$ cat src/rtl/nd_2to1_pkg.sv
`default_nettype none
// ============================================================================
// nd_2to1_pkg -- constants and arbitration helpers shared by the merge/split nodes
// Rev 1.0
// ============================================================================
package nd_2to1_pkg;

  localparam logic ON  = 1'b1;
  localparam logic OFF = 1'b0;

  localparam int ADDRESS_SIZE   = 8;
  localparam int DATA_SIZE      = 8;
  localparam int FIFO_ADDR_BITS = 2;

  typedef enum logic {
    SEL_IN0 = 1'b0,
    SEL_IN1 = 1'b1
  } sel_e;

  // Both pending: honour the priority pointer; otherwise take whichever has data.
  function automatic sel_e rr_pick(input logic ne0, input logic ne1, input sel_e prio);
    if (ne0 && ne1) begin
      return prio;
    end
    return ne0 ? SEL_IN0 : SEL_IN1;
  endfunction

  function automatic sel_e rr_other(input sel_e s);
    return (s == SEL_IN0) ? SEL_IN1 : SEL_IN0;
  endfunction

endpackage
`default_nettype wire

$ cat src/rtl/nd_2to1_if.sv
`default_nettype none
// ============================================================================
// nd_2to1_if -- 4-phase req/ack message channel ({dst, dat}) with master/slave views
// Rev 1.0
// ============================================================================
interface nd_2to1_if #(
  parameter int ASZ = nd_2to1_pkg::ADDRESS_SIZE,
  parameter int DSZ = nd_2to1_pkg::DATA_SIZE
);

  logic [ASZ-1:0] dst;
  logic [DSZ-1:0] dat;
  logic           req;
  logic           ack;

  modport master (
    output dst,
    output dat,
    output req,
    input  ack
  );

  modport slave (
    input  dst,
    input  dat,
    input  req,
    output ack
  );

endinterface
`default_nettype wire

$ cat src/rtl/nd_2to1_msg_fifo.sv
`default_nettype none
// ============================================================================
// nd_msg_fifo -- show-ahead message FIFO, 2**FSZ entries, wrap-bit full/empty
// Rev 1.0
// ============================================================================
module nd_msg_fifo
  import nd_2to1_pkg::*;
#(
  parameter int ASZ = ADDRESS_SIZE,
  parameter int DSZ = DATA_SIZE,
  parameter int FSZ = FIFO_ADDR_BITS
) (
  input  logic           i_clk,
  input  logic           i_rst_n,
  input  logic           wr_en_i,
  input  logic [ASZ-1:0] wr_dst_i,
  input  logic [DSZ-1:0] wr_dat_i,
  input  logic           rd_en_i,
  output logic [ASZ-1:0] rd_dst_o,
  output logic [DSZ-1:0] rd_dat_o,
  output logic           full_o,
  output logic           empty_o
);

  localparam int             DEPTH   = 2 ** FSZ;
  localparam int             MSZ     = ASZ + DSZ;
  localparam logic [FSZ:0]   PTR_ONE = {{FSZ{1'b0}}, 1'b1};

  logic [MSZ-1:0] mem_q [DEPTH];
  logic [FSZ:0]   head_q, head_d;
  logic [FSZ:0]   tail_q, tail_d;
  logic           w_wr;
  logic           w_rd;

  // Extra MSB on each pointer separates "full" from "empty" when the indices match.
  always_comb begin
    full_o  = (head_q[FSZ] != tail_q[FSZ]) && (head_q[FSZ-1:0] == tail_q[FSZ-1:0]);
    empty_o = (head_q == tail_q);
    w_wr    = wr_en_i && !full_o;
    w_rd    = rd_en_i && !empty_o;
    head_d  = w_wr ? (head_q + PTR_ONE) : head_q;
    tail_d  = w_rd ? (tail_q + PTR_ONE) : tail_q;
  end

  assign {rd_dst_o, rd_dat_o} = mem_q[tail_q[FSZ-1:0]];

  always_ff @(posedge i_clk) begin
    if (w_wr) begin
      mem_q[head_q[FSZ-1:0]] <= {wr_dst_i, wr_dat_i};
    end
  end

  always_ff @(posedge i_clk or negedge i_rst_n) begin
    if (!i_rst_n) begin
      head_q <= '0;
      tail_q <= '0;
    end else begin
      head_q <= head_d;
      tail_q <= tail_d;
    end
  end

endmodule
`default_nettype wire

$ cat src/rtl/nd_2to1.sv
`default_nettype none
// ============================================================================
// nd_2to1 -- two-input merge node: per-input FIFOs, round-robin onto one channel
// Rev 1.0
// ============================================================================
module nd_2to1
  import nd_2to1_pkg::*;
#(
  parameter int ASZ = ADDRESS_SIZE,
  parameter int DSZ = DATA_SIZE,
  parameter int FSZ = FIFO_ADDR_BITS
) (
  input  logic       i_clk,
  input  logic       i_rst_n,
  nd_2to1_if.master  snd0,
  nd_2to1_if.slave   rcv0,
  nd_2to1_if.slave   rcv1
);

  logic           ack0_q, ack0_d;
  logic           ack1_q, ack1_d;
  logic           req_q,  req_d;
  logic [ASZ-1:0] dst_q,  dst_d;
  logic [DSZ-1:0] dat_q,  dat_d;
  sel_e           prio_q, prio_d;

  logic           w_wr0, w_wr1;
  logic           w_rd0, w_rd1;
  logic           w_full0, w_full1;
  logic           w_empty0, w_empty1;
  logic [ASZ-1:0] w_dst0, w_dst1;
  logic [DSZ-1:0] w_dat0, w_dat1;
  logic           w_load;
  sel_e           w_sel;

  nd_msg_fifo #(.ASZ(ASZ), .DSZ(DSZ), .FSZ(FSZ)) u_fifo0 (
    .i_clk    (i_clk),
    .i_rst_n  (i_rst_n),
    .wr_en_i  (w_wr0),
    .wr_dst_i (rcv0.dst),
    .wr_dat_i (rcv0.dat),
    .rd_en_i  (w_rd0),
    .rd_dst_o (w_dst0),
    .rd_dat_o (w_dat0),
    .full_o   (w_full0),
    .empty_o  (w_empty0)
  );

  nd_msg_fifo #(.ASZ(ASZ), .DSZ(DSZ), .FSZ(FSZ)) u_fifo1 (
    .i_clk    (i_clk),
    .i_rst_n  (i_rst_n),
    .wr_en_i  (w_wr1),
    .wr_dst_i (rcv1.dst),
    .wr_dat_i (rcv1.dat),
    .rd_en_i  (w_rd1),
    .rd_dst_o (w_dst1),
    .rd_dat_o (w_dat1),
    .full_o   (w_full1),
    .empty_o  (w_empty1)
  );

  always_comb begin
    ack0_d = ack0_q;
    ack1_d = ack1_q;
    req_d  = req_q;
    dst_d  = dst_q;
    dat_d  = dat_q;
    prio_d = prio_q;

    // A full FIFO simply withholds ack; the sender keeps req up until space frees.
    w_wr0 = rcv0.req && !ack0_q && !w_full0;
    w_wr1 = rcv1.req && !ack1_q && !w_full1;

    if (w_wr0) begin
      ack0_d = ON;
    end else if (!rcv0.req && ack0_q) begin
      ack0_d = OFF;
    end

    if (w_wr1) begin
      ack1_d = ON;
    end else if (!rcv1.req && ack1_q) begin
      ack1_d = OFF;
    end

    w_sel  = rr_pick(!w_empty0, !w_empty1, prio_q);
    w_load = !req_q && !snd0.ack && (!w_empty0 || !w_empty1);
    w_rd0  = w_load && (w_sel == SEL_IN0);
    w_rd1  = w_load && (w_sel == SEL_IN1);

    if (w_load) begin
      req_d  = ON;
      prio_d = rr_other(w_sel);
      if (w_sel == SEL_IN0) begin
        dst_d = w_dst0;
        dat_d = w_dat0;
      end else begin
        dst_d = w_dst1;
        dat_d = w_dat1;
      end
    end else if (req_q && snd0.ack) begin
      req_d = OFF;
    end
  end

  always_ff @(posedge i_clk or negedge i_rst_n) begin
    if (!i_rst_n) begin
      ack0_q <= OFF;
      ack1_q <= OFF;
      req_q  <= OFF;
      dst_q  <= '0;
      dat_q  <= '0;
      prio_q <= SEL_IN0;
    end else begin
      ack0_q <= ack0_d;
      ack1_q <= ack1_d;
      req_q  <= req_d;
      dst_q  <= dst_d;
      dat_q  <= dat_d;
      prio_q <= prio_d;
    end
  end

  assign snd0.req = req_q;
  assign snd0.dst = dst_q;
  assign snd0.dat = dat_q;
  assign rcv0.ack = ack0_q;
  assign rcv1.ack = ack1_q;

endmodule
`default_nettype wire

$ cat src/flat_wrapper.sv
// flat-port wrapper written by rule: the top's interface ports become plain ports
module nd_2to1_flat import nd_2to1_pkg::*;
#(
  parameter int ASZ = ADDRESS_SIZE,
  parameter int DSZ = DATA_SIZE,
  parameter int FSZ = FIFO_ADDR_BITS
)
  (i_clk, i_rst_n, snd0_dst, snd0_dat, snd0_req, snd0_ack, rcv0_dst, rcv0_dat, rcv0_req, rcv0_ack, rcv1_dst, rcv1_dat, rcv1_req, rcv1_ack);
  nd_2to1_if #(.ASZ(ASZ), .DSZ(DSZ)) snd0_i ();
  nd_2to1_if #(.ASZ(ASZ), .DSZ(DSZ)) rcv0_i ();
  nd_2to1_if #(.ASZ(ASZ), .DSZ(DSZ)) rcv1_i ();
  input  logic i_clk;
  input  logic i_rst_n;
  output wire logic [$bits(snd0_i.dst)-1:0] snd0_dst;
  output wire logic [$bits(snd0_i.dat)-1:0] snd0_dat;
  output wire logic [$bits(snd0_i.req)-1:0] snd0_req;
  input wire logic [$bits(snd0_i.ack)-1:0] snd0_ack;
  input wire logic [$bits(rcv0_i.dst)-1:0] rcv0_dst;
  input wire logic [$bits(rcv0_i.dat)-1:0] rcv0_dat;
  input wire logic [$bits(rcv0_i.req)-1:0] rcv0_req;
  output wire logic [$bits(rcv0_i.ack)-1:0] rcv0_ack;
  input wire logic [$bits(rcv1_i.dst)-1:0] rcv1_dst;
  input wire logic [$bits(rcv1_i.dat)-1:0] rcv1_dat;
  input wire logic [$bits(rcv1_i.req)-1:0] rcv1_req;
  output wire logic [$bits(rcv1_i.ack)-1:0] rcv1_ack;
  assign snd0_dst = snd0_i.dst;
  assign snd0_dat = snd0_i.dat;
  assign snd0_req = snd0_i.req;
  assign snd0_i.ack = snd0_ack;
  assign rcv0_i.dst = rcv0_dst;
  assign rcv0_i.dat = rcv0_dat;
  assign rcv0_i.req = rcv0_req;
  assign rcv0_ack = rcv0_i.ack;
  assign rcv1_i.dst = rcv1_dst;
  assign rcv1_i.dat = rcv1_dat;
  assign rcv1_i.req = rcv1_req;
  assign rcv1_ack = rcv1_i.ack;
  nd_2to1 #(.ASZ(ASZ), .DSZ(DSZ), .FSZ(FSZ)) u_core (.i_clk(i_clk), .i_rst_n(i_rst_n), .snd0(snd0_i), .rcv0(rcv0_i), .rcv1(rcv1_i));
endmodule
$ cat config.mk
export PLATFORM = sky130hd
export DESIGN_NAME = nd_2to1_flat
export DESIGN_NICKNAME = d
export VERILOG_FILES = /design/src/rtl/nd_2to1_pkg.sv /design/src/rtl/nd_2to1_if.sv /design/src/rtl/nd_2to1_msg_fifo.sv /design/src/rtl/nd_2to1.sv /design/src/flat_wrapper.sv
export SDC_FILE = /design/constraint.sdc
export NUM_CORES = 1
export LEC_CHECK = 0
export CAP_MARGIN = 20
export CORE_UTILIZATION = 50
export CTS_CLUSTER_DIAMETER = 50
export CTS_CLUSTER_SIZE = 40
export DETAILED_ROUTE_END_ITERATION = 12
export DONT_BUFFER_PORTS = 1
export PLACE_DENSITY = 0.71
export SYNTH_ARGS = -nofsm -noshare
export SYNTH_HDL_FRONTEND = slang
export SYNTH_SLANG_ARGS = --single-unit
$ cat constraint.sdc
create_clock -name i_clk -period 1.9 [get_ports i_clk]
set_input_delay 0.57 -clock i_clk [delete_from_list [all_inputs] [get_ports i_clk]]
set_output_delay 0.57 -clock i_clk [all_outputs]
set_load 0.05 [all_outputs]
==> key figures <==
Logic synthesis
  • Synth Warn #: 0
  • Synth cell count leaders: edfxtp_1, nand3_1, dfrtp_1
  • Syn Nets: 389
  • Post-synthesis sequential area ratio: 70.66%
  • Mapped Cells: 342
  • Synth Area per Inst: 19.22 sq um
  • Post-Synth XOR/XNOR Area: 3.541%
  • Mux cell area share after synthesis: 11.48%
  • Most frequent cell after synthesis: edfxtp_1
  • Compound-Gate Fraction of Synth Area: 4.835%
  • Area share of fa/ha/maj cells after synthesis: 1.904%
  • Flops & latches, synth: 160
  • Synth area leader: edfxtp_1
  • Number of synthesized flops with an enable pin: 128
  • Largest family of logic cells by synthesized area: multiplexers
  • Ys flop type: edfxtp_1
  • Top post-synthesis cells by area: edfxtp_1, dfrtp_1, mux4_2
  • Synth top area share: 58.48%
  • Distinct cells, synth: 39
  • Async S/R FF share, synth: 20.00%
  • Simple-gate portion of the synthesized area: 4.531%
  • Mapped Area: 0.006573 sq mm

Clock tree
  • TritonCTS Buffers: 17
  • CTS tree: yes
  • H-Tree Depth: 4
  • Root Driver: clkbuf_16
  • Clock Latency Late Sink: 420 ps
  • Clock Pin Slew Worst Setup and Hold Paths: 60 ps
  • Maximum clock path buffer count: 2
  • CTS sink count: 160

Power and ir drop
  • Sequential power share: 44.1%
  • Sw frac: 34.63%
  • NetSw: 4.382 mW
  • Design Power: 12.65 mW
  • Lkg Pwr: 2.670 nW
  • Int Pwr: 8.272 mW
  • Max IR drop VDD: 0.7480 mV
  • Gate power share: 31.4%
  • Clock power share: 24.5%
  • Pwr Density: 1660 mW/mm^2

Place
  • Buffers on Ports: 0
  • Hpwl dp: 7.755 mm
  • GP Congestion: 0.7676

Detailed routing
  • Met3 wire length: 911 um
  • Total number of vias: 3123
  • Antenna viol nets, final: 0
  • Via-to-Cell Ratio: 5.508
  • Drt drc: 0
  • Post-DR wirelength/cell: 20.22 um
  • Wirelength, routed: 11.46 mm
  • Post-Route M1 WL: 4.747 mm
  • Uppermost layer routed: met4
  • Routed met2 length: 5.688 mm
  • DRT iter0 DRCs: 182
  • 1st-pass router iterations: 4

Setup path
  • CP peak stage delay: 470 ps
  • Slowest CP cell: dfrtp_1
  • Crit path required time: 2030 ps
  • Element type at the critical path start: flop
  • Critical-path maximum fanout: 16
  • Count of buffer and inverter cells on the critical path: 1
  • CP delay by family, top: flip-flops
  • CP arrival: 1920 ps
  • Crit Path Class: reg -> reg
  • Critical-path cell list: xnor2_4 > a311oi_4 > and2_2 > buf_12
  • Critical Path Sink Type: flop

Global routing
  • Largest net degree at the start of global routing: 33
  • Vias in the first global route: 3352
  • Antenna violations before repair: 0
  • First-pass GRT wire length: 18.12 mm
  • GRT Util Overall: 19.43%
  • Grt ovf: 0

Floorplanning
  • DIE AREA: 0.01361 sq mm
  • Core area: 0.01272 sq mm
  • IO Pins: 56
  • Initial Util: 51.66%
  • Die X: 116.7 um
  • Die height: 116.7 um
  • Std cell rows: 41

Cells and area
  • Layout cell share with drive strength beyond 1: 31.65%
  • Ant diodes: 0
  • Storage element area: 0.004644 sq mm
  • # nets final: 429
  • Fill count: 972
  • Area of the multi-input gates: 0.001737 sq mm
  • Area Overhead vs Synth: 15.99%

Outcome
  • Status: finished, final reports clean

Timing
  • Relative slew slack: 63.99%
  • Slew Limit Fails: 0
  • Final setup vio count: 0
  • Final setup skew: 11.72 ps
  • Fin Setup TNS: 0 ps
  • Final hold vios: 0
  • RSZ-0062 raised after global routing: false
  • Fin crit share: 94.32%
  • Least-Margin Pin Slew: 540.1 ps
  • Final min period: 1792 ps
  • Fmax: 558.0 MHz

Flow run
  • Maxcap violations: 0

Hold path
  • Hold Path Class: in -> reg
power by group through the flow:
stage / combinational, mW / clock [mW] / sequential (mW)
6_report: 3.97 / 3.10 / 5.58
5_1_grt: 4.35 / 3.31 / 5.66
4_1_cts: 4.07 / 3.18 / 5.58
3_5_place_dp: 4.01 / 0 / 5.65
3_3_place_gp: 3.93 / 0 / 5.61
2_1_floorplan: 2.89 / 0 / 5.54
cells in the final DEF, fill, tap and decap left out, types with 2 or more instances in the layout:
cell / instances
edfxtp_1: 128
o21ai_0: 3
nand3_1: 36
xnor2_4: 2
xor2_1: 2
clkbuf_16: 17
clkbuf_1: 4
xor2_2: 4
clkinv_4: 2
inv_6: 2
mux4_2: 30
o211ai_1: 6
ha_1: 10
clkinv_1: 3
mux4_1: 2
xnor2_1: 9
buf_4: 25
and2_2: 7
inv_1: 23
nand2_2: 2
buf_12: 10
nand2_1: 2
dfrtp_1: 32
o211ai_2: 10
nor2_1: 4
routing by layer:
metal  up-vias  global-route usage [%]
met2        84                   30.85
li1       1421                       -
met4         0                   7.004
met3        12                   9.549
met5         -                       0
met1      1606                   23.08
metrics by stage:
| step | cells | utilization [%] | hold WS (ps) | setup WS, ps | cell area, sq um |
|---|---|---|---|---|---|
| final | 567 | 59.92 | 216.5 | 107.9 | 7624 |
| after global routing | 567 | 59.92 | 188.5 | 10.00 | 7624 |
| after CTS | 567 | 59.92 | 188.1 | 86.61 | 7624 |
| after detailed placement | 533 | 55.42 | 275.1 | 96.91 | 7051 |
| after global placement | 533 | 55.42 | 275.0 | 138.4 | 7051 |
| after floorplan | 342 | - | 274.4 | 55.87 | 6581 |
what timing repair did:
action                                 4_1_cts  5_1_grt
setup buffers                                0        0
endpoints found under the hold margin       32        0
hold buffers                                 2        0
resized for setup                            0        0
registers in the layout (all words and copies together), names as in the netlist:
name / flops
u_core.rcv0.ack: 1
u_core.u_fifo1.mem_q: 64
u_core.u_fifo1.tail_q: 3
u_core.u_fifo0.tail_q: 3
u_core.u_fifo1.head_q: 3
u_core.prio_q: 1
u_core.snd0.req: 1
u_core.snd0.dst: 8
u_core.u_fifo0.head_q: 3
u_core.u_fifo0.mem_q: 64
u_core.rcv1.ack: 1
u_core.snd0.dat: 8
path summary, 6_finish.rpt:
kind | start | to | slack, ps | depth (start not counted)
worst max-delay path | u_core.u_fifo0.head_q[1]$_DFFE_PN0P_ | u_core.u_fifo0.mem_q[2][0]$_DFFE_PP_ | 110 | 4
max in group asynchronous | i_rst_n | u_core.u_fifo1.head_q[1]$_DFFE_PN0P_ | 1130 | 2
worst min register to register | u_core.u_fifo0.head_q[2]$_DFFE_PN0P_ | u_core.u_fifo0.head_q[2]$_DFFE_PN0P_ | 560 | 1
min in group asynchronous | i_rst_n | u_core.u_fifo0.head_q[2]$_DFFE_PN0P_ | 590 | 2
worst max register to register | u_core.u_fifo0.head_q[1]$_DFFE_PN0P_ | u_core.u_fifo0.mem_q[2][0]$_DFFE_PP_ | 110 | 4
worst min-delay path | snd0_ack | u_core.snd0.req$_DFFE_PN0P_ | 220 | 1
kinds of logic after synthesis:
family,Yosys count
and+or+nand+nor,56
adders and majority gates,10
xor gates and xnor gates,18
buffers and inverters,38
muxes,34
AOI/OAI and AO/OA,26
DFF,160
cell type report:
cell class / instances / area share [%]
Sequential cell: 160 / 60.92
Multi-Input combinational cell: 144 / 22.78
Clock buffer: 22 / 5.958
Timing Repair Buffer: 36 / 5.219
Tap cell: 172 / 2.823
Clock inverter: 10 / 1.165
Inverter: 23 / 1.132
No activity file was read; power rests on OpenSTA's default activity.
